--- config.mk ---
export PLATFORM = sky130hd
export DESIGN_NAME = puerto_es_bus_flat
export DESIGN_NICKNAME = d
export VERILOG_FILES = /design/src/rtl/puerto_es_bus_pkg.sv /design/src/rtl/puerto_es_bus_if.sv /design/src/rtl/puerto_es_bus_fifo_rx.sv /design/src/rtl/puerto_es_bus.sv /design/src/flat_wrapper.sv
export SDC_FILE = /design/constraint.sdc
export NUM_CORES = 1
export LEC_CHECK = 0
export CAP_MARGIN = 5
export CORE_MARGIN = 4
export CORE_UTILIZATION = 46
export DETAILED_ROUTE_END_ITERATION = 16
export HOLD_SLACK_MARGIN = 0.06
export PLACE_DENSITY_LB_ADDON = 0.25
export SLEW_MARGIN = 15
export SYNTH_ARGS = -nofsm -noshare
export SYNTH_HDL_FRONTEND = slang
export SYNTH_SLANG_ARGS = --single-unit
--- constraint.sdc ---
create_clock -name Reloj -period 5.3 [get_ports Reloj]
set_input_delay 0.53 -clock Reloj [delete_from_list [all_inputs] [get_ports Reloj]]
set_output_delay 0.53 -clock Reloj [all_outputs]
set_load 0.02 [all_outputs]
--- src/rtl/puerto_es_bus_pkg.sv ---
// -----------------------------------------------------------------------------
// puerto_es_bus_pkg
// Shared definitions for the memory-mapped I/O responder puerto_es_bus:
//   - default base word address of the 4-word register window
//   - register offsets inside the window (enum reg_off_e)
//   - bit positions inside the ESTADO status word
//   - pack_estado(): assembles the ESTADO word from its individual fields
// -----------------------------------------------------------------------------
package puerto_es_bus_pkg;

   // Word address of register 0; the low two bits must stay zero so the
   // window is naturally aligned.
   localparam logic [15:0] BASE_DEFAULT = 16'h0010;

   // Register offsets inside the window.
   typedef enum logic [1:0] {
      OFF_PUERTO = 2'd0,
      OFF_RX     = 2'd1,
      OFF_ESTADO = 2'd2,
      OFF_TEMP   = 2'd3
   } reg_off_e;

   // ESTADO bit positions.
   localparam int EST_NO_VACIO   = 0;
   localparam int EST_LLENO      = 1;
   localparam int EST_SUBDESB    = 2;
   localparam int EST_DESBORDE   = 3;
   localparam int EST_EXPIRADO   = 4;
   localparam int EST_CUENTA_LSB = 5;
   localparam int EST_IE         = 8;

   // Builds the status word; every bit not listed here reads as zero.
   function automatic logic [15:0] pack_estado(
      input logic       no_vacio,
      input logic       lleno,
      input logic       subdesb,
      input logic       desborde,
      input logic       expirado,
      input logic [2:0] cuenta,
      input logic       ie
   );
      logic [15:0] e;
      e                        = '0;
      e[EST_NO_VACIO]          = no_vacio;
      e[EST_LLENO]             = lleno;
      e[EST_SUBDESB]           = subdesb;
      e[EST_DESBORDE]          = desborde;
      e[EST_EXPIRADO]          = expirado;
      e[EST_CUENTA_LSB +: 3]   = cuenta;
      e[EST_IE]                = ie;
      return e;
   endfunction

endpackage

--- src/rtl/puerto_es_bus_if.sv ---
// -----------------------------------------------------------------------------
// puerto_es_bus_if
// Shared CPU bus as seen by the I/O responder.
//   Direcciones      16  word address
//   DatosEntrada     16  write data sampled from the shared Datos bus
//   DatosSalida      16  read data, gated onto Datos by an external tri-state
//   HabilitarSalida   1  tri-state enable for DatosSalida
//   oe                1  read strobe
//   WR                1  write strobe
// modport master: the CPU side; modport slave: the responder side.
// -----------------------------------------------------------------------------
interface puerto_es_bus_if;

   logic [15:0] Direcciones;
   logic [15:0] DatosEntrada;
   logic [15:0] DatosSalida;
   logic        HabilitarSalida;
   logic        oe;
   logic        WR;

   modport master (
      output Direcciones,
      output DatosEntrada,
      output oe,
      output WR,
      input  DatosSalida,
      input  HabilitarSalida
   );

   modport slave (
      input  Direcciones,
      input  DatosEntrada,
      input  oe,
      input  WR,
      output DatosSalida,
      output HabilitarSalida
   );

endinterface

--- src/rtl/puerto_es_bus_fifo_rx.sv ---
// -----------------------------------------------------------------------------
// puerto_es_bus_fifo_rx
// Receive FIFO: circular buffer with wrapping read/write pointers and an
// explicit occupancy count.
//   clk       clock, all state on rising edge
//   rst_n     synchronous active-low reset (empties the FIFO)
//   push      push request; accepted when not full, or when full with a pop
//   pop       pop request; ignored while empty
//   din       word to push
//   dout      current head word (only meaningful while not empty)
//   full      count == DEPTH
//   empty     count == 0
//   count     occupancy, 0..DEPTH
//   overflow  one-cycle pulse: push refused because full with no pop
// DEPTH must be a power of two, at least 2, so the pointers wrap for free.
// -----------------------------------------------------------------------------
module puerto_es_bus_fifo_rx #(
   parameter int DEPTH = 4
) (
   input  logic                     clk,
   input  logic                     rst_n,
   input  logic                     push,
   input  logic                     pop,
   input  logic [15:0]              din,
   output logic [15:0]              dout,
   output logic                     full,
   output logic                     empty,
   output logic [$clog2(DEPTH):0]   count,
   output logic                     overflow
);

   localparam int AW = $clog2(DEPTH);
   localparam int CW = AW + 1;

   logic [AW-1:0] wr_ptr_q, wr_ptr_d;
   logic [AW-1:0] rd_ptr_q, rd_ptr_d;
   logic [CW-1:0] count_q,  count_d;
   logic [15:0]   mem_q [DEPTH];
   logic          pop_ok;
   logic          push_ok;

   // A pop frees a slot in the same cycle, so a push into a full FIFO is
   // still accepted when it coincides with a pop.
   always_comb begin
      empty    = (count_q == '0);
      full     = (count_q == CW'(DEPTH));
      pop_ok   = pop & ~empty;
      push_ok  = push & (~full | pop_ok);
      overflow = push & full & ~pop_ok;

      wr_ptr_d = wr_ptr_q;
      rd_ptr_d = rd_ptr_q;
      count_d  = count_q;

      if (push_ok) begin
         wr_ptr_d = wr_ptr_q + AW'(1);
      end
      if (pop_ok) begin
         rd_ptr_d = rd_ptr_q + AW'(1);
      end

      case ({push_ok, pop_ok})
         2'b10:   count_d = count_q + CW'(1);
         2'b01:   count_d = count_q - CW'(1);
         default: count_d = count_q;
      endcase
   end

   // Pointer and count registers.
   always_ff @(posedge clk) begin
      if (!rst_n) begin
         wr_ptr_q <= '0;
         rd_ptr_q <= '0;
         count_q  <= '0;
      end else begin
         wr_ptr_q <= wr_ptr_d;
         rd_ptr_q <= rd_ptr_d;
         count_q  <= count_d;
      end
   end

   // Storage needs no reset: emptiness is tracked by the count alone.
   always_ff @(posedge clk) begin
      if (push_ok) begin
         mem_q[wr_ptr_q] <= din;
      end
   end

   assign dout  = mem_q[rd_ptr_q];
   assign count = count_q;

endmodule

--- src/rtl/puerto_es_bus.sv ---
// -----------------------------------------------------------------------------
// puerto_es_bus
// Memory-mapped I/O responder on the shared Datos/Direcciones bus. Answers
// the same oe / WR strobes as the memory, but only inside its 4-word window
// BASE..BASE+3:
//   +0 PUERTO        latched output port (read/write)
//   +1 RX            read pops the receive FIFO head; empty read returns 0
//                    and sets underflow
//   +2 ESTADO        status word; any read clears underflow/overflow/expired
//   +3 TEMPORIZADOR  write loads reload value and counter; read returns counter
// Ports:
//   Reloj          clock, all state on rising edge
//   Reiniciar      synchronous active-low reset
//   bus            puerto_es_bus_if.slave (address, data, strobes, read enable)
//   EntradaDato    producer data for the RX FIFO
//   EntradaValida  producer push request
//   EntradaListo   FIFO not full (low while in reset)
//   PuertoSalida   output-port register
//   Interrupcion   only with PUERTO_ES_IRQ_EN: expired | (not empty & IE)
// Optional feature macro: PUERTO_ES_IRQ_EN (adds Interrupcion and the
// writable IE bit, ESTADO bit 8).
// -----------------------------------------------------------------------------
module puerto_es_bus
   import puerto_es_bus_pkg::*;
#(
   parameter logic [15:0] BASE        = BASE_DEFAULT,
   parameter int          PROFUNDIDAD = 4
) (
   input  logic                Reloj,
   input  logic                Reiniciar,
   puerto_es_bus_if.slave      bus,
   input  logic [15:0]         EntradaDato,
   input  logic                EntradaValida,
   output logic                EntradaListo,
   output logic [15:0]         PuertoSalida
`ifdef PUERTO_ES_IRQ_EN
   ,
   output logic                Interrupcion
`endif
);

   localparam int CW = $clog2(PROFUNDIDAD) + 1;

   logic           sel;
   reg_off_e       off;
   logic           rd_fire;
   logic           wr_fire;
   logic           estado_clr;
   logic           expire_evt;
   logic [15:0]    estado;
   logic           ie_bit;

   logic           fifo_pop;
   logic           fifo_full;
   logic           fifo_empty;
   logic           fifo_ovf;
   logic [15:0]    fifo_head;
   logic [CW-1:0]  fifo_count;

   logic           oe_q,        oe_d;
   logic           wr_q,        wr_d;
   logic [15:0]    port_q,      port_d;
   logic           underflow_q, underflow_d;
   logic           overflow_q,  overflow_d;
   logic           expired_q,   expired_d;
   logic [15:0]    cnt_q,       cnt_d;
   logic [15:0]    reload_q,    reload_d;
`ifdef PUERTO_ES_IRQ_EN
   logic           ie_q,        ie_d;
`endif

   // Address decode and strobe edge detection. A strobe only acts on its
   // first cycle, so a strobe held for several cycles has a single effect.
   // With both strobes high the access is a write and the read side effects
   // are suppressed.
   always_comb begin
      sel        = (bus.Direcciones[15:2] == BASE[15:2]);
      off        = reg_off_e'(bus.Direcciones[1:0]);
      rd_fire    = sel & bus.oe & ~oe_q & ~bus.WR;
      wr_fire    = sel & bus.WR & ~wr_q;
      fifo_pop   = rd_fire & (off == OFF_RX) & ~fifo_empty;
      estado_clr = rd_fire & (off == OFF_ESTADO);
   end

   puerto_es_bus_fifo_rx #(
      .DEPTH (PROFUNDIDAD)
   ) u_fifo_rx (
      .clk      (Reloj),
      .rst_n    (Reiniciar),
      .push     (EntradaValida),
      .pop      (fifo_pop),
      .din      (EntradaDato),
      .dout     (fifo_head),
      .full     (fifo_full),
      .empty    (fifo_empty),
      .count    (fifo_count),
      .overflow (fifo_ovf)
   );

`ifdef PUERTO_ES_IRQ_EN
   assign ie_bit       = ie_q;
   assign Interrupcion = expired_q | (~fifo_empty & ie_q);
`else
   assign ie_bit       = 1'b0;
`endif

   // Zero-wait-state read path: data is valid in the same cycle oe rises,
   // and is forced to zero whenever this block does not own Datos.
   always_comb begin
      estado = pack_estado(~fifo_empty, fifo_full, underflow_q, overflow_q,
                           expired_q, 3'(fifo_count), ie_bit);
      bus.HabilitarSalida = bus.oe & sel & ~bus.WR;
      bus.DatosSalida     = '0;
      if (bus.HabilitarSalida) begin
         case (off)
            OFF_PUERTO: bus.DatosSalida = port_q;
            OFF_RX:     bus.DatosSalida = fifo_empty ? 16'h0000 : fifo_head;
            OFF_ESTADO: bus.DatosSalida = estado;
            OFF_TEMP:   bus.DatosSalida = cnt_q;
            default:    bus.DatosSalida = '0;
         endcase
      end
   end

   // Next-state for port register, sticky flags and timer. Flag events raised
   // in the same cycle as an ESTADO read win over the clear so no event is
   // lost. The counter sits at zero for one cycle after the 1->0 step and
   // reloads from there, giving a period of reload+1 cycles; a TEMPORIZADOR
   // write overrides all of that, including a coincident expiry.
   always_comb begin
      oe_d        = bus.oe;
      wr_d        = bus.WR;
      port_d      = port_q;
      cnt_d       = cnt_q;
      reload_d    = reload_q;
      expire_evt  = 1'b0;
`ifdef PUERTO_ES_IRQ_EN
      ie_d        = ie_q;
`endif

      if (wr_fire && (off == OFF_PUERTO)) begin
         port_d = bus.DatosEntrada;
      end

      underflow_d = (underflow_q & ~estado_clr)
                  | (rd_fire & (off == OFF_RX) & fifo_empty);
      overflow_d  = (overflow_q & ~estado_clr) | fifo_ovf;

      if (cnt_q != '0) begin
         cnt_d      = cnt_q - 16'd1;
         expire_evt = (cnt_q == 16'd1);
      end else if (reload_q != '0) begin
         cnt_d = reload_q;
      end
      expired_d = (expired_q & ~estado_clr) | expire_evt;

      if (wr_fire && (off == OFF_TEMP)) begin
         cnt_d     = bus.DatosEntrada;
         reload_d  = bus.DatosEntrada;
         expired_d = 1'b0;
      end

`ifdef PUERTO_ES_IRQ_EN
      if (wr_fire && (off == OFF_ESTADO)) begin
         ie_d = bus.DatosEntrada[EST_IE];
      end
`endif
   end

   // State registers; reset also re-arms both strobe edge detectors.
   always_ff @(posedge Reloj) begin
      if (!Reiniciar) begin
         oe_q        <= 1'b0;
         wr_q        <= 1'b0;
         port_q      <= '0;
         underflow_q <= 1'b0;
         overflow_q  <= 1'b0;
         expired_q   <= 1'b0;
         cnt_q       <= '0;
         reload_q    <= '0;
`ifdef PUERTO_ES_IRQ_EN
         ie_q        <= 1'b0;
`endif
      end else begin
         oe_q        <= oe_d;
         wr_q        <= wr_d;
         port_q      <= port_d;
         underflow_q <= underflow_d;
         overflow_q  <= overflow_d;
         expired_q   <= expired_d;
         cnt_q       <= cnt_d;
         reload_q    <= reload_d;
`ifdef PUERTO_ES_IRQ_EN
         ie_q        <= ie_d;
`endif
      end
   end

   assign EntradaListo = ~fifo_full & Reiniciar;
   assign PuertoSalida = port_q;

endmodule
--- src/flat_wrapper.sv ---
// flat-port wrapper written by rule: the top's interface ports become plain ports
module puerto_es_bus_flat import puerto_es_bus_pkg::*;
#(
   parameter logic [15:0] BASE        = BASE_DEFAULT,
   parameter int          PROFUNDIDAD = 4
)
  (Reloj, Reiniciar, EntradaDato, EntradaValida, EntradaListo, PuertoSalida, bus_Direcciones, bus_DatosEntrada, bus_oe, bus_WR, bus_DatosSalida, bus_HabilitarSalida);
  puerto_es_bus_if bus_i ();
  input  logic Reloj;
  input  logic Reiniciar;
  input  logic [15:0] EntradaDato;
  input  logic EntradaValida;
  output logic EntradaListo;
  output logic [15:0] PuertoSalida;
  input wire logic [$bits(bus_i.Direcciones)-1:0] bus_Direcciones;
  input wire logic [$bits(bus_i.DatosEntrada)-1:0] bus_DatosEntrada;
  input wire logic [$bits(bus_i.oe)-1:0] bus_oe;
  input wire logic [$bits(bus_i.WR)-1:0] bus_WR;
  output wire logic [$bits(bus_i.DatosSalida)-1:0] bus_DatosSalida;
  output wire logic [$bits(bus_i.HabilitarSalida)-1:0] bus_HabilitarSalida;
  assign bus_i.Direcciones = bus_Direcciones;
  assign bus_i.DatosEntrada = bus_DatosEntrada;
  assign bus_i.oe = bus_oe;
  assign bus_i.WR = bus_WR;
  assign bus_DatosSalida = bus_i.DatosSalida;
  assign bus_HabilitarSalida = bus_i.HabilitarSalida;
  puerto_es_bus #(.BASE(BASE), .PROFUNDIDAD(PROFUNDIDAD)) u_core (.Reloj(Reloj), .Reiniciar(Reiniciar), .bus(bus_i), .EntradaDato(EntradaDato), .EntradaValida(EntradaValida), .EntradaListo(EntradaListo), .PuertoSalida(PuertoSalida));
endmodule
After elaboration in Yosys (flattened, before gate mapping):

Memories as Yosys holds them, arrays and structs flattened. A register that Yosys moved wholly into a read port is not among the register bits.
Cells that the tools add are included.

* add/subtract/negate cells: 5
* multiply operators: 0
* div/mod/pow operators: 0
* order comparisons: 0
* equal/unequal tests: 8
* shift-type cells: 0
* muxes and demuxes: 12
* bitwise gates (word level): 30
* reduce and logical (&&, ||, !) cells: 9

Operators with widths (count)
* two-way mux 16 bit: 5
* case mux 16 bit (4 select lines): 1
* nonzero test 16 bit: 2
* AND 1 bit: 18
* == test 16 x 1 -> 1 bit (second input constant): 1
* subtractor 16 x 1 -> 16 bit (second input constant): 1
* == test 14 x 3 -> 1 bit (second input constant): 1
* NOT 1 bit: 8
* == test 2 bit (second input constant): 3
* case mux 3 bit (2 select lines): 1
* adder 2 x 1 -> 2 bit (second input constant): 2
* == test 2 x 1 -> 1 bit (second input constant): 2
* two-way mux 2 bit: 2
* OR 1 bit: 4
* adder 3 x 1 -> 3 bit (second input constant): 1
* == test 3 bit (second input constant): 1
* zero test 3 bit: 1
* two-way mux 1 bit: 3
* nonzero test 3 bit: 1
* subtractor 3 x 1 -> 3 bit (second input constant): 1
* logical AND 1 bit: 2
* zero test 2 bit: 1
* nonzero test 2 bit: 1
* OR reduction 2 bit: 1

* bits in registers: 60
* latch bits: 0
* RAM bits: 64
* bits in read-only memories: 0
* bits of input ports: 53
* output and inout bits: 34
* word-level logic and storage cells: 76
* memories: 1

Memory list
* u_core.u_fifo_rx.mem_q: words 4, bits a word 16, read ports 1, clocked after Yosys merged registers in 1, write ports 1, line puerto_es_bus_fifo_rx.sv:38 `logic [15:0] mem_q [DEPTH];`

Longest topological paths before layout:

* word-level depth: 11
* gate-level depth with buffers: 9
* mapped depth without buffers: 8

Cells and area by module:

From an unflattened synthesis, not the netlist that was laid out.

* cell total of the unflattened synthesis: 506
* area total of the unflattened synthesis: 5728.0 um^2

Modules (own cells, without submodules)
* puerto_es_bus: times used 1, cells an instance 362, area an instance 2885.3 um^2, sequential area each 1061.0 um^2
* puerto_es_bus_fifo_rx: times used 1, cells an instance 144, area an instance 2842.7 um^2, sequential area each 2102.0 um^2

Worst setup path after synthesis:

Ideal clock, no wire load.

* path kind: input to register
* from: input port bus_Direcciones[11]
* to: register u_core.u_fifo_rx.count_q[2], in the netlist u_core.u_fifo_rx.count[2]
* library setup time: 79 ps
* arrival time: 2473 ps
* required time: 5221 ps
* setup slack: 2748 ps
* cell stages on the path: 9
* path buffers: 1
* cells stage by stage: nor4_2 nand4_1 clkbuf_1 or3_1 fa_1 nand2b_1 a21oi_1 o21ai_0 o211ai_1

* longest elaborated chain between the ends: 11
* elaborated cells between the ends (all ways): 13
* classes of those cells: eq/ne (3); mux (1); bitwise (8); reduce/logical (1)

RTL lines
* from (decl): line flat_wrapper.sv:15 `input wire logic [$bits(bus_i.Direcciones)-1:0] bus_Direcciones;`
* == test 14 x 3 -> 1 bit *: line puerto_es_bus.sv:77 `sel = (bus.Direcciones[15:2] == BASE[15:2]);`
* AND 1 bit * (3 in series): line puerto_es_bus.sv:79 `rd_fire = sel & bus.oe & ~oe_q & ~bus.WR;`
* AND 1 bit * (2 in series): line puerto_es_bus.sv:81 `fifo_pop = rd_fire & (off == OFF_RX) & ~fifo_empty;`
* AND 1 bit *: line puerto_es_bus_fifo_rx.sv:47 `pop_ok = pop & ~empty;`
* OR 1 bit: line puerto_es_bus_fifo_rx.sv:48 `push_ok = push & (~full | pop_ok);`
* AND 1 bit: line puerto_es_bus_fifo_rx.sv:48
* == test 2 x 1 -> 1 bit / == test 2 bit (equally long branches): line puerto_es_bus_fifo_rx.sv:62 `case ({push_ok, pop_ok})`
* case mux 3 bit (2 select lines) / nonzero test 2 bit (equally long branches)
* to (signal assigned): line puerto_es_bus_fifo_rx.sv:78 `count_q <= count_d;`
* to (decl): line puerto_es_bus_fifo_rx.sv:37 `logic [CW-1:0] count_q, count_d;`

Mark *: on every way between the ends. The rest lies on a longest branch, timed or not.
A chain may end at the register's enable or synchronous reset.

Final worst setup path:

* from: input port bus_WR
* to: output port bus_DatosSalida[6]

* longest elaborated chain between the ends: 3

RTL lines
* from (decl): line flat_wrapper.sv:18 `input wire logic [$bits(bus_i.WR)-1:0] bus_WR;`
* NOT 1 bit: line puerto_es_bus.sv:112 `bus.HabilitarSalida = bus.oe & sel & ~bus.WR;`
* AND 1 bit: line puerto_es_bus.sv:112
* two-way mux 16 bit: line puerto_es_bus.sv:114 `if (bus.HabilitarSalida) begin`
* to (decl): line flat_wrapper.sv:19 `output wire logic [$bits(bus_i.DatosSalida)-1:0] bus_DatosSalida;`

No other way between the ends.

==> impl_metrics.yaml <==
layout:
  fill_cells: 1058
  area_growth_pct: 25.0
  finalNetCount: 664
  fin_util_pct: 58.7
  n_antenna_cell: 0
  finalNonFillerCells: 788
  drive_gt1_share_pct: 10.4
pwr:
  peakVddDrop_mv: 0.272
  pwr-share-comb_pct: 22.6
  pwr-share-seq_pct: 41.4
  power.switching_w: 0.000892
  internal_power_w: 0.00207
  pwr-share-clk_pct: 36.0
  power_density_nw_per_um2: 400
  leakage_nw: 2.47
  p_sw_share_pct: 30.1
worst_setup_path:
  crit_buf_inv: 2
  slowest_delay_ps: 800
  crit_cells: 5
  r2r_setup_slack_ps: 2580
  worstPathRequired_ps: 4770
  reg2reg_depth: 6
  arrival_ps: 3410
  crit_type: "in -> out"
  reg2reg_to: "u_core.cnt_q[9]"
  timing.rr.start: "u_core.cnt_q[0]"
  crit_path_start: "bus_WR"
  critPathCaptureType: "output port"
  crit_family: "simple AND/OR/NAND/NOR gates"
  crit_top_cell: "clkdlybuf4s50_1"
  cp-endpoint: "bus_DatosSalida[6]"
  path_cells: "clkdlybuf4s50_1 -> nor4b_1 -> nand4_1 -> a211oi_1 -> clkdlybuf4s50_1"
  crit_path_max_fanout: 20
  critPathLaunchType: "primary input"
  cp_slowest_cell: "nand4_1"
clock_tree:
  numCtsBuffers: 17
  postCtsSetupBuffers: 0
  path_clk_slew_ps: 50
  h-tree-depth: 4
  cts_tree: "built"
  cts-root-buf: "clkbuf_16"
  clock_sinks: 126
  hold_buffers: 0
  ctsLongestPathBuffers: 2
  ctsResizeCount: 0
  clock_latency_ps: 420
timing:
  tightest_slew_ps: 936
  relSlewSlack_pct: 37.4
  fmax_ghz: 0.254
  setup_viol: 0
  finalSetupTns_ps: 0
  whs_ps: 467
  hold_violations: 0
  skew_ps: 8.62
  fin_crit_sh_pct: 74.3
  rsz0062_at_grt: "no"
  slew_viol_final: 0
  postLayoutSetupSlackWorst_ps: 1360
  min_period_ps: 3940
global_route:
  met3_usage_pct: 5.64
  grt.busiest_layer: "met2"
  antenna_found_initial: 0
  overflow: 0
  track_usage_pct: 21.3
  grt_start_max_net_pins: 66
  gr-usage-met2_pct: 36.1
  grt_pass1_wl_um: 23900
  gr-usage-met1_pct: 27.2
  first_global_vias: 4418
floorplanning:
  rows: 41
  dieArea_um2: 14800
  boundaryPins: 87
  die_w_um: 121
  core_um2: 12600
  chipHeight_um: 121
  initial_utilization_pct: 46.9
logic_synthesis:
  synth_commonest_cells: "81 x nand2_1, 64 x edfxtp_1, 62 x dfxtp_1"
  synth_ff_type: "edfxtp_1"
  syn_area_um2: 5920
  yosysMostFrequentCell: "nand2_1"
  yosysWarnings: 0
  synthCells: 530
  synth_cell_types: 60
  synth_top_area_cell: "edfxtp_1"
  ys_seq_elements: 126
  avgSynthCellArea_um2: 11.2
  synth_nets: 591
  synth-seq-area-share_pct: 53.4
  synth.area.top_cells: "edfxtp_1 32%, dfxtp_1 21%, mux4_2 6.1%"
  synth_top_area_share_pct: 32.5
  synth-edff-count: 64
  ys_async_sr_fraction_pct: 0
route:
  wl_per_cell_um: 19.4
  drtPass1Iterations: 5
  drt_iter0_markers: 368
  final_antenna_net_count: 0
  dr_total_vias: 4515
  drc: 0
  drt-total-wl_um: 15300
  via_per_inst: 5.73
status:
  status: "complete, no violations"
place:
  post-place-ws_ps: 1270
  post-place-cells: 756
  io_buffers: 86
  hpwl_um: 10600
  place.gp.congestion: 0.810
run:
  drv_cap: 0
worst_hold_path:
  hold_path.class: "reg -> reg"
-- worst min path at each step --
stage          cells past startpoint                     end                   start  slack (ps)
4_1_cts                            2  u_core.PuertoSalida[2]  u_core.PuertoSalida[2]         470
3_3_place_gp                       2  u_core.PuertoSalida[2]  u_core.PuertoSalida[2]         450
5_1_grt                            2  u_core.PuertoSalida[6]  u_core.PuertoSalida[6]         490
6_report                           2  u_core.PuertoSalida[2]  u_core.PuertoSalida[2]         470
2_1_floorplan                      2     u_core.reload_q[15]     u_core.reload_q[15]         440
3_5_place_dp                       2  u_core.PuertoSalida[2]  u_core.PuertoSalida[2]         460
-- worst min-delay path, stage by stage (launching register included) --
cell	delay, ps
dfxtp_1	320
nand2_1	60
a21boi_1	50
-- sequential cells by signal, summed over array words and instances (netlist names), named ones only --
signal                     count
u_core.cnt_q                  16
u_core.overflow_q              1
u_core.PuertoSalida           16
u_core.wr_q                    1
u_core.underflow_q             1
u_core.oe_q                    1
u_core.u_fifo_rx.wr_ptr_q      2
u_core.reload_q               16
u_core.expired_q               1
u_core.u_fifo_rx.mem_q        64
u_core.u_fifo_rx.rd_ptr_q      2
u_core.u_fifo_rx.count         3
-- cell usage in the layout, fill, tap and decap left out, types with 5 or more instances in the layout --
cell             count
o211ai_1             5
nand3_1             11
clkbuf_16           18
o21ai_0             19
and2_1               9
a211oi_1            16
a21boi_0            25
a21oi_1              6
edfxtp_1            64
nor4_1               7
xor2_1               5
o22ai_1              7
o21a_1               5
a22o_1               8
nor3_1               6
nor2b_1              9
clkdlybuf4s50_1     85
ha_1                 7
nor2_1              19
a21boi_1            20
a22oi_1             15
mux4_2              16
xnor2_1              5
nand2_1             81
dfxtp_1             61
inv_1               11
-- per-layer routing --
| metal | vias to the layer above | wire length (µm) |
|---|---|---|
| met5 | - | 0 |
| met4 | 0 | 129 |
| met3 | 10 | 797 |
| met2 | 141 | 7800 |
| met1 | 2243 | 6580 |
| li1 | 2121 | - |
-- metrics by stage --
stage	cell area [µm²]	power, W
CTS	7400	0.00296
global route	7400	0.00310
floorplan	5920	0.00172
detailed placement	6860	0.00190
global placement	6860	0.00189
finish	7400	0.00296
-- logic make-up (layout without fill, tap and decap cells) --
kind of cell | count (synthesis) | in the layout | share of synthesized area, %
simple gates | 176 | 176 | 15.9
compound gates | 144 | 144 | 17.5
flops | 126 | 126 | 53.4
fa+ha+maj | 8 | 8 | 1.82
buf+inv | 48 | 134 | 3.51
mux | 18 | 18 | 6.42
xor+xnor | 10 | 10 | 1.48
-- power by group through the flow --
stage | Combinational (W) | Clock, W | Sequential (W)
6_report | 0.000670 | 0.00107 | 0.00122
5_1_grt | 0.000745 | 0.00112 | 0.00123
3_5_place_dp | 0.000662 | 0 | 0.00124
2_1_floorplan | 0.000529 | 0 | 0.00120
4_1_cts | 0.000665 | 0.00107 | 0.00122
3_3_place_gp | 0.000649 | 0 | 0.00124
-- area by class of cell --
class / count / area, µm² / area share [%]
inverters: 12 / 45.0 / 0.609
clock inverters: 10 / 66.3 / 0.896
well taps: 172 / 215 / 2.91
flip-flops and latches: 126 / 3160 / 42.7
multi-input cells: 356 / 2550 / 34.4
repair buffers: 90 / 886 / 12.0
clock buffers: 22 / 475 / 6.42
Note: power is estimated with default switching activity, not from simulation.
